## src/rtl/obi_arb_pkg.sv

```systemverilog
// Shared types and default widths for the OBI SRAM port arbiter.
// Master indices are sized for the largest supported master count (8).
package obi_arb_pkg;
  localparam int MAX_MASTERS     = 8;
  localparam int MST_IDX_W       = $clog2(MAX_MASTERS);
  localparam int DEF_NUM_MASTERS = 2;
  localparam int DEF_ADDR_W      = 32;
  localparam int DEF_DATA_W      = 32;
  localparam int DEF_MAX_OUTST   = 2;

  typedef logic [MST_IDX_W-1:0] mst_idx_t;
endpackage

```

## src/rtl/obi_arb_id_fifo.sv

```systemverilog
// Outstanding-transaction FIFO holding the master index of each granted request.
// A push is accepted when full only if a pop happens in the same cycle.
module obi_arb_id_fifo #(
  parameter int DEPTH = 2,
  parameter int WIDTH = 3
) (
  input  logic             clk_i,
  input  logic             rst_i,
  input  logic             push_i,
  input  logic [WIDTH-1:0] data_i,
  input  logic             pop_i,
  output logic             full_o,
  output logic             empty_o,
  output logic [WIDTH-1:0] head_o
);
  localparam int PTR_W = $clog2(DEPTH);

  logic [WIDTH-1:0] mem_q [DEPTH];
  logic [PTR_W:0]   wr_ptr_q, wr_ptr_d;
  logic [PTR_W:0]   rd_ptr_q, rd_ptr_d;
  logic             do_push, do_pop;

  // Extra pointer MSB distinguishes full from empty when the indices match.
  assign empty_o = (wr_ptr_q == rd_ptr_q);
  assign full_o  = (wr_ptr_q[PTR_W] != rd_ptr_q[PTR_W]) &&
                   (wr_ptr_q[PTR_W-1:0] == rd_ptr_q[PTR_W-1:0]);
  assign do_pop  = pop_i && !empty_o;
  assign do_push = push_i && (!full_o || do_pop);
  assign head_o  = mem_q[rd_ptr_q[PTR_W-1:0]];

  always_comb begin
    wr_ptr_d = wr_ptr_q;
    rd_ptr_d = rd_ptr_q;
    if (do_push) wr_ptr_d = wr_ptr_q + 1'b1;
    if (do_pop)  rd_ptr_d = rd_ptr_q + 1'b1;
  end

  always_ff @(posedge clk_i or posedge rst_i) begin
    if (rst_i) begin
      wr_ptr_q <= '0;
      rd_ptr_q <= '0;
    end else begin
      wr_ptr_q <= wr_ptr_d;
      rd_ptr_q <= rd_ptr_d;
    end
  end

  always_ff @(posedge clk_i) begin
    if (do_push) mem_q[wr_ptr_q[PTR_W-1:0]] <= data_i;
  end
endmodule

```

## src/rtl/obi_sram_port_arbiter.sv

```systemverilog
// N-to-1 OBI arbiter in front of one SRAM port; responses are routed back in order.
// Define OBI_ARB_ROUND_ROBIN_EN for round-robin arbitration, otherwise fixed priority.
module obi_sram_port_arbiter
  import obi_arb_pkg::*;
#(
  parameter int NUM_MASTERS = DEF_NUM_MASTERS,
  parameter int ADDR_W      = DEF_ADDR_W,
  parameter int DATA_W      = DEF_DATA_W,
  parameter int MAX_OUTST   = DEF_MAX_OUTST
) (
  input  logic                            clk_i,
  input  logic                            rst_i,
  input  logic [NUM_MASTERS-1:0]          m_req_i,
  output logic [NUM_MASTERS-1:0]          m_gnt_o,
  input  logic [NUM_MASTERS*ADDR_W-1:0]   m_addr_i,
  input  logic [NUM_MASTERS-1:0]          m_we_i,
  input  logic [NUM_MASTERS*DATA_W/8-1:0] m_be_i,
  input  logic [NUM_MASTERS*DATA_W-1:0]   m_wdata_i,
  output logic [NUM_MASTERS-1:0]          m_rvalid_o,
  output logic [DATA_W-1:0]               m_rdata_o,
  output logic                            s_req_o,
  input  logic                            s_gnt_i,
  output logic [ADDR_W-1:0]               s_addr_o,
  output logic                            s_we_o,
  output logic [DATA_W/8-1:0]             s_be_o,
  output logic [DATA_W-1:0]               s_wdata_o,
  input  logic                            s_rvalid_i,
  input  logic [DATA_W-1:0]               s_rdata_i,
  output logic                            err_o
);
  localparam int BE_W = DATA_W/8;

  logic     fifo_full, fifo_empty;
  mst_idx_t fifo_head;
  mst_idx_t win_idx;
  logic     win_valid, can_issue, push, pop;
  logic     err_q, err_d;

  // A pop in the same cycle frees a slot, so a full FIFO may still accept a grant.
  assign pop       = s_rvalid_i && !fifo_empty;
  assign can_issue = !fifo_full || pop;

`ifdef OBI_ARB_ROUND_ROBIN_EN
  mst_idx_t rr_ptr_q, rr_ptr_d;

  function automatic mst_idx_t rr_idx(mst_idx_t base, int off);
    int c;
    c = (int'(base) + off) % NUM_MASTERS;
    return mst_idx_t'(c);
  endfunction

  // Search downwards so the candidate closest to rr_ptr_q is assigned last and wins.
  always_comb begin
    win_valid = 1'b0;
    win_idx   = '0;
    for (int k = NUM_MASTERS-1; k >= 0; k--) begin
      for (int j = 0; j < NUM_MASTERS; j++) begin
        if (m_req_i[j] && (mst_idx_t'(j) == rr_idx(rr_ptr_q, k))) begin
          win_valid = 1'b1;
          win_idx   = mst_idx_t'(j);
        end
      end
    end
  end

  always_comb begin
    rr_ptr_d = rr_ptr_q;
    if (push) rr_ptr_d = (win_idx == mst_idx_t'(NUM_MASTERS-1)) ? '0 : win_idx + mst_idx_t'(1);
  end

  always_ff @(posedge clk_i or posedge rst_i) begin
    if (rst_i) rr_ptr_q <= '0;
    else       rr_ptr_q <= rr_ptr_d;
  end
`else
  always_comb begin
    win_valid = 1'b0;
    win_idx   = '0;
    for (int i = NUM_MASTERS-1; i >= 0; i--) begin
      if (m_req_i[i]) begin
        win_valid = 1'b1;
        win_idx   = mst_idx_t'(i);
      end
    end
  end
`endif

  assign s_req_o   = win_valid && can_issue && !rst_i;
  assign push      = s_req_o && s_gnt_i;
  assign m_rdata_o = s_rdata_i;

  always_comb begin
    s_addr_o   = '0;
    s_we_o     = 1'b0;
    s_be_o     = '0;
    s_wdata_o  = '0;
    m_gnt_o    = '0;
    m_rvalid_o = '0;
    for (int i = 0; i < NUM_MASTERS; i++) begin
      if (s_req_o && (win_idx == mst_idx_t'(i))) begin
        s_addr_o   = m_addr_i[i*ADDR_W +: ADDR_W];
        s_we_o     = m_we_i[i];
        s_be_o     = m_be_i[i*BE_W +: BE_W];
        s_wdata_o  = m_wdata_i[i*DATA_W +: DATA_W];
        m_gnt_o[i] = s_gnt_i;
      end
      m_rvalid_o[i] = pop && !rst_i && (fifo_head == mst_idx_t'(i));
    end
  end

  // A response with nothing outstanding is dropped and latched as a protocol error.
  assign err_d = err_q || (s_rvalid_i && fifo_empty);
  assign err_o = err_q;

  always_ff @(posedge clk_i or posedge rst_i) begin
    if (rst_i) err_q <= 1'b0;
    else       err_q <= err_d;
  end

  obi_arb_id_fifo #(
    .DEPTH (MAX_OUTST),
    .WIDTH (MST_IDX_W)
  ) u_id_fifo (
    .clk_i   (clk_i),
    .rst_i   (rst_i),
    .push_i  (push),
    .data_i  (win_idx),
    .pop_i   (pop),
    .full_o  (fifo_full),
    .empty_o (fifo_empty),
    .head_o  (fifo_head)
  );
endmodule

```

## config.mk

```make
export PLATFORM = sky130hd
export DESIGN_NAME = obi_sram_port_arbiter
export DESIGN_NICKNAME = d
export VERILOG_FILES = /design/src/rtl/obi_arb_pkg.sv /design/src/rtl/obi_arb_id_fifo.sv /design/src/rtl/obi_sram_port_arbiter.sv
export SDC_FILE = /design/constraint.sdc
export NUM_CORES = 1
export LEC_CHECK = 0
export CELL_PAD_IN_SITES_DETAIL_PLACEMENT = 2
export CELL_PAD_IN_SITES_GLOBAL_PLACEMENT = 2
export CORE_MARGIN = 2
export CORE_UTILIZATION = 16
export CTS_BUF_LIST = sky130_fd_sc_hd__clkbuf_16
export CTS_CLUSTER_DIAMETER = 40
export DETAILED_ROUTE_END_ITERATION = 16
export PLACE_DENSITY_LB_ADDON = 0.1
export SETUP_SLACK_MARGIN = 0.3
export SLEW_MARGIN = 20
export SYNTH_ARGS = -nofsm -noshare
export SYNTH_HDL_FRONTEND = slang
export SYNTH_HIERARCHICAL = 1
export SYNTH_SLANG_ARGS = --single-unit
```

## constraint.sdc

```tcl
create_clock -name clk_i -period 6.8 [get_ports clk_i]
set_clock_uncertainty 0.1 [all_clocks]
set_input_delay 0.68 -clock clk_i [delete_from_list [all_inputs] [get_ports clk_i]]
set_output_delay 0.68 -clock clk_i [all_outputs]
set_load 0.005 [all_outputs]
```

==> run metrics, run 1 <==
port bufs about 220; post-synthesis async set-or-reset flop share between 40% and 50%; Worst setup EP type output port; Worst Setup Path Type register to output port; YS warnings 6; Leakage between 1.5 and 2 nW; Commonest cells post-synth 74 x nand2_1, 70 x nand3b_1, 67 x a221oi_2; initial antenna violation count 0; Avg Vias per Cell ~4.6; Critical Path AT between 3 and 4 ns; Synth-to-Final Area Change 67.1%; ANT cells 0; TritonCTS buffer count 3; H-Tree Depth 1; Min Clock Period, post-route slightly above 4 ns; outcome completed; first-pass GRT wire length between 20 and 25 mm; max_slew headroom between 20% and 30%; Critical Path RT about 6 ns; first drt pass iteration count 4; Synth Register Bits 11; Die H approximately 140 um; clock-pin slew on the worst setup and hold paths around 0.040 ns; total power draw 0.00110 W; Vias roughly 3400; Worst setup SP type register; Yosys top cell by area a221oi_2; register area about 310 um2; gr usage total a little over an eighth; IO Pins roughly 280; CTS tree yes; maxcap violations 0; HPWL Detailed roughly 10 mm; TNS Setup 0 ns; Tightest Pin Transition between 1 and 1.5 ns; cell-by-cell trace of the critical path xnor2_1, nor2_4, buf_4, a221oi_2, clkdlybuf4s50_1; maximum operating frequency about 250 MHz; largest net degree at the start of global routing 83; final WL ~14 mm; clk buf depth 2; Overflow after GRT 0; Syn Area/Cell 8.70 um2; Multi-input gate area between 2000 and 2500 um2; power per cell area approximately 220 nW/um2; synth top area cells a221oi_2 34%, nand3b_1 18%, buf_4 9.5%, nand2_1 9.3%, edfxtp_1 6.0%; Std-Cell Rows 50; layout cells sized above 1 between 15 and 20%; Syn Inst Count ~340; Core ar. ~19000 um2; setup repair after global routing missed its margin no; Wirelength per Cell just under 20 um; number of synthesized flops with an enable pin 6; Final ANT Viol Nets 0; CTS-repair resized insts 0; chip width around 140 um; slowest cell on the critical path nor2_4; area share of the largest cell type after synthesis 33.6%; Hold Crit Class primary input to async pin; critical path peak fanout 46; cts hold-fix bufs 0; Slew Viols, Final 0; Final Cycle Share 59.2%; Synth cell types 33; R2R depth 6; postcts setup bufs 0; final net count 671; root buffer cell clkbuf_16; Iteration-0 DRC Markers 84; DRC violation count after routing 0; global placer's final weighted congestion ~0.72; mapped cell area ~3000 um2; Initial Utilization 16.2%; fin worst setup slack around 2.8 ns; # fillers around 2100; CTS Sinks 11; Post-synth top flop edfxtp_1; Hold Fails Final Rpt 0; full die area between 15000 and 20000 um2; most numerous cell in the Yosys netlist nand2_1; crit-path max cell delay between 0.7 and 0.8 ns; Seq/Total Area, Yosys approximately 10%; Setup Viol. Count Final 0; vias in the first global route roughly 3600; Setup WS pre-CTS about 2.8 ns; hold_ws 0.307 ns; worst skew pair latency approximately 0.24 ns; Max IR drop VDD approximately 0.00018 V
==> per-layer routing <==
metal / routed length, um / track usage (%) / vias up / share of wire (%)
li1: - / - / 1570 / -
met1: 5940 / 16.1 / 1649 / 42
met2: 7300 / 25.4 / 123 / 51
met3: 933 / 2.75 / 14 / 6.5
met4: 69 / 1.32 / 0 / 0.48
met5: 0 / 0 / - / 0
==> flip-flops by register name, indices dropped and copies added, names as in the netlist <==
signal	cells
u_id_fifo/mem_q	6
u_id_fifo/rd_ptr_q	2
u_id_fifo/wr_ptr_q	2
err_o	1
==> cells in the final DEF (no fill, tap or decap), types with 2 or more instances in the layout <==
cell type,n
edfxtp_1,6
nor2_1,7
nand2_1,74
mux2_2,3
xor2_1,2
clkbuf_16,3
o21ai_0,3
buf_4,7
conb_1,4
dfrtp_1,5
inv_1,4
a221oi_1,2
and2b_1,2
clkdlybuf4s50_1,215
a211oi_1,4
a221oi_2,67
nand3b_1,70
==> stage by stage <==
step	instances	utilization (%)	cell area (um2)
after global placement	724	26.6	4920
final	728	27.0	5000
after detailed placement	724	26.6	4920
after global routing	728	27.0	5000
after floorplan	347	-	3010
after CTS	728	27.0	5000
==> logic make-up after synthesis <==
logic type | after synthesis | synth area share (%)
compound gates | 81 | 37.0
xor+xnor | 3 | 0.878
buf+inv | 84 | 20.3
flops | 11 | 10.2
mux | 4 | 1.46
other cells | 1 | 0.125
simple gates | 160 | 30.0
==> where the power goes <==
group,leakage (nW),internal (W),switching (W)
Clock,0.0409,0.0000779,0.0000299
Combinational,1.41,0.000358,0.000519
Sequential,0.111,0.0000886,0.0000229
==> critical path: cells and delay by family (launching register included) <==
kind | cells | cell delay, ns
compound gates | 1 | 0.15
xor+xnor | 1 | 0.24
buf+inv | 2 | 1.32
flops | 1 | 0.44
simple gates | 1 | 0.78
==> worst paths after layout <==
path	slack, ns	to	startpoint
setup / recovery	2.77	s_wdata_o[5]	u_id_fifo/wr_ptr_q[1]
hold reg to reg	0.36	err_o	err_o
max in group asynchronous	5.47	u_id_fifo/rd_ptr_q[1]	rst_i
min in group clk_i	0.36	err_o	err_o
setup reg to reg	3.66	u_id_fifo/mem_q[1][0]	u_id_fifo/rd_ptr_q[0]
hold / removal	0.31	err_o	rst_i
==> cell type report <==
class / instances / share of cell area, %
clock buffer: 3 / 1.50
multi-input combinational: 252 / 42.0
timing repair buffer: 223 / 44.2
clock inverter: 1 / 0.100
inverter: 4 / 0.300
sequential: 11 / 6.10
tap: 234 / 5.85
Power figures use the tool's default switching activity.
==> run 2: changes to the inputs <==
--- a/config.mk
+++ b/config.mk
@@ -8,7 +8,7 @@
 export CELL_PAD_IN_SITES_DETAIL_PLACEMENT = 2
 export CELL_PAD_IN_SITES_GLOBAL_PLACEMENT = 2
 export CORE_MARGIN = 2
-export CORE_UTILIZATION = 16
+export CORE_UTILIZATION = 14
 export CTS_BUF_LIST = sky130_fd_sc_hd__clkbuf_16
 export CTS_CLUSTER_DIAMETER = 40
 export DETAILED_ROUTE_END_ITERATION = 16
==> constraint.sdc (replaced) <==
create_clock -name clk_i -period 3.5 [get_ports clk_i]
set_clock_uncertainty 0.1 [all_clocks]
set_input_delay 0.35 -clock clk_i [delete_from_list [all_inputs] [get_ports clk_i]]
set_output_delay 0.35 -clock clk_i [all_outputs]
set_load 0.005 [all_outputs]
==> run 2 against run 1 <==
Against the previous run:
- hold slack worse by 0.11 ns
- utilization down 2.4 points
- final cell count grew 6.6%
- via count up 0.89%
- sequential share of layout area fell by 0.20 points
- critical endpoint is now s_addr_o[4]
==> run metrics, run 2 (synthesis results as in run 1) <==
Setup WS pre-CTS 0.696 ns (-2.12 ns); Critical Path RT 3.05 ns (-2.97 ns); fin worst setup slack 0.465 ns (-2.31 ns); Worst setup SP type register; Multi-input gate area 2100 um2 (+0.24%); Wirelength per Cell 19.3 um (-1.2%); final net count 677 (+0.89%); final WL 15.0 mm (+5.3%); IO Pins 283 (unchanged); design area 5170 um2 (+3.3%); power per cell area 433 nW/um2 (+97%); max reg flops 6 (unchanged); placed cell areas 5080 um2 (+3.2%); Synth-to-Final Area Change 72.6%; Overflow after GRT 0 (unchanged); Layout Utilization 24.6% (-2.4 points); setup repair after global routing missed its margin no; slowest cell on the critical path clkdlybuf4s50_1; Critical Path AT 2.58 ns (-0.67 ns); crit-path max cell delay 0.58 ns (-0.20 ns); global placer's final weighted congestion 0.671 (-7.4%); max_slew headroom 36.7% (+9.4 points); largest net degree at the start of global routing 77 (-7.2%); CP Buf/Inv Count 2 (unchanged); total power draw 0.00224 W (+100%); DRC violation count after routing 0 (unchanged); CTS Sinks 11 (unchanged); critical path peak fanout 76 (+65%); layout cells sized above 1 18.0% (+1.0 points); vias in the first global route 3758 (+3.0%); Initial Utilization 14.2% (-1.9 points); clk buf depth 2 (unchanged); Avg Vias per Cell 4.36 (-5.3%); CP top delay family buffers and inverters; Leakage 1.62 nW (+3.4%); Core ar. 21000 um2 (+14%); first-pass GRT wire length 22.5 mm (+3.6%); Final ANT Viol Nets 0 (unchanged); maximum operating frequency 330 MHz; Final Cycle Share between 80% and 90%; maxcap violations 0 (unchanged); worst skew pair latency 0.24 ns (about the same); Std-Cell Rows 53 (+6.0%); Worst setup EP type output port; Vias 3386 (+0.89%); TNS Setup 0 ns (unchanged); clock-pin slew on the worst setup and hold paths 0.04 ns (about the same); Die H 150 um (+6.7%); register area 305 um2 (unchanged); commonest non-fill, non-tap cell in the layout clkdlybuf4s50_1; Iteration-0 DRC Markers 106 (+26%); CTS tree yes; TritonCTS buffer count 3 (unchanged); most frequent cells in the layout 215 x clkdlybuf4s50_1, 74 x nand2_1, 70 x nand3b_1; first drt pass iteration count 4 (unchanged); port bufs 218 (unchanged); Hold Fails Final Rpt 0 (unchanged); root buffer cell clkbuf_16; Worst Setup Path Type register to output port; # fillers 2343 (+12%); outcome completed; Max IR drop VDD 0.000414 V (+140%); full die area 22600 um2 (+14%); chip width 150 um (+6.7%); H-Tree Depth 1 (unchanged); Hold Crit Class primary input to async pin; Slew Viols, Final 0 (unchanged); cell-by-cell trace of the critical path xor2_1, nor2_1, nand2b_4, buf_12, a221oi_2, clkdlybuf4s50_1; initial antenna violation count 0 (unchanged); HPWL Detailed 10.8 mm (+9.6%); Min Clock Period, post-route 3.03 ns; Setup Viol. Count Final 0 (unchanged); gr usage total 12.6% (-0.80 points); Tightest Pin Transition 0.950 ns (-0.141 ns)
[run 2: cell count changes in the layout (fill, tap and decap cells not counted)]
cell,delta
a211oi_1,-1
clkinv_2,-1
diode_2,+1
buf_12,+5
buf_4,+1
a211oi_2,+1
inv_1,+1
[run 2: final cells by class]
cell class,instances,share of cell area (%)
timing repair buffer,229,44.8
multi-input combinational,252,40.7
tap,275,6.66
sequential,11,5.91
clock buffer,3,1.45
inverter,4,0.291
clock inverter,1,0.0726
antenna,1,0.0484
[run 2: timing repair]
action,CTS,global route
buffers inserted,0,0
gates resized for setup,0,1
setup endpoints to repair,0,2
hold buffers,0,0
[run 2: per-stage QoR]
| stage | instances | hold slack (ns) |
|---|---|---|
| after detailed placement | 771 | 0.372 |
| after CTS | 775 | 0.237 |
| after floorplan | 347 | 0.0161 |
| final | 776 | 0.199 |
| after global routing | 775 | 0.272 |
| after global placement | 771 | 0.353 |
[run 2: worst register-to-register path: cells and delay by family (launching register included)]
| family | cells | cell delay (ns) |
|---|---|---|
| AOI/OAI and AO/OA | 2 | 0.87 |
| xor gates and xnor gates | 1 | 0.33 |
| buffers and inverters | 1 | 0.24 |
| DFF | 1 | 0.44 |
| and+or+nand+nor | 3 | 0.46 |
[run 2: path summary, 6_finish.rpt]
kind	startpoint	slack, ns	endpoint	cells after the start
worst max-delay path	u_id_fifo/rd_ptr_q[1]	0.47	s_addr_o[4]	6
worst min-delay path	rst_i	0.20	err_o	2
worst max register to register	u_id_fifo/rd_ptr_q[1]	0.70	u_id_fifo/mem_q[1][1]	7
worst min register to register	err_o	0.36	err_o	1
max in group asynchronous	rst_i	2.77	u_id_fifo/wr_ptr_q[1]	2
min in group clk_i	err_o	0.36	err_o	1
[run 2: per-layer routing]
layer,up-vias,part of all wire [%],track usage (%)
met4,0,1.3,2.97
li1,1581,-,-
met3,22,6.7,2.64
met5,-,0,0
met2,121,52,23.5
met1,1662,40,14.6
[run 2: report_power, final]
part | internal, W | leakage, nW | switching (W) | total (W)
clock network | 0.000150 | 0.0423 | 0.0000549 | 0.000205
logic | 0.000762 | 1.46 | 0.00105 | 0.00181
registers | 0.000172 | 0.111 | 0.0000445 | 0.000217
total | 0.00108 | 1.62 | 0.00115 | 0.00224
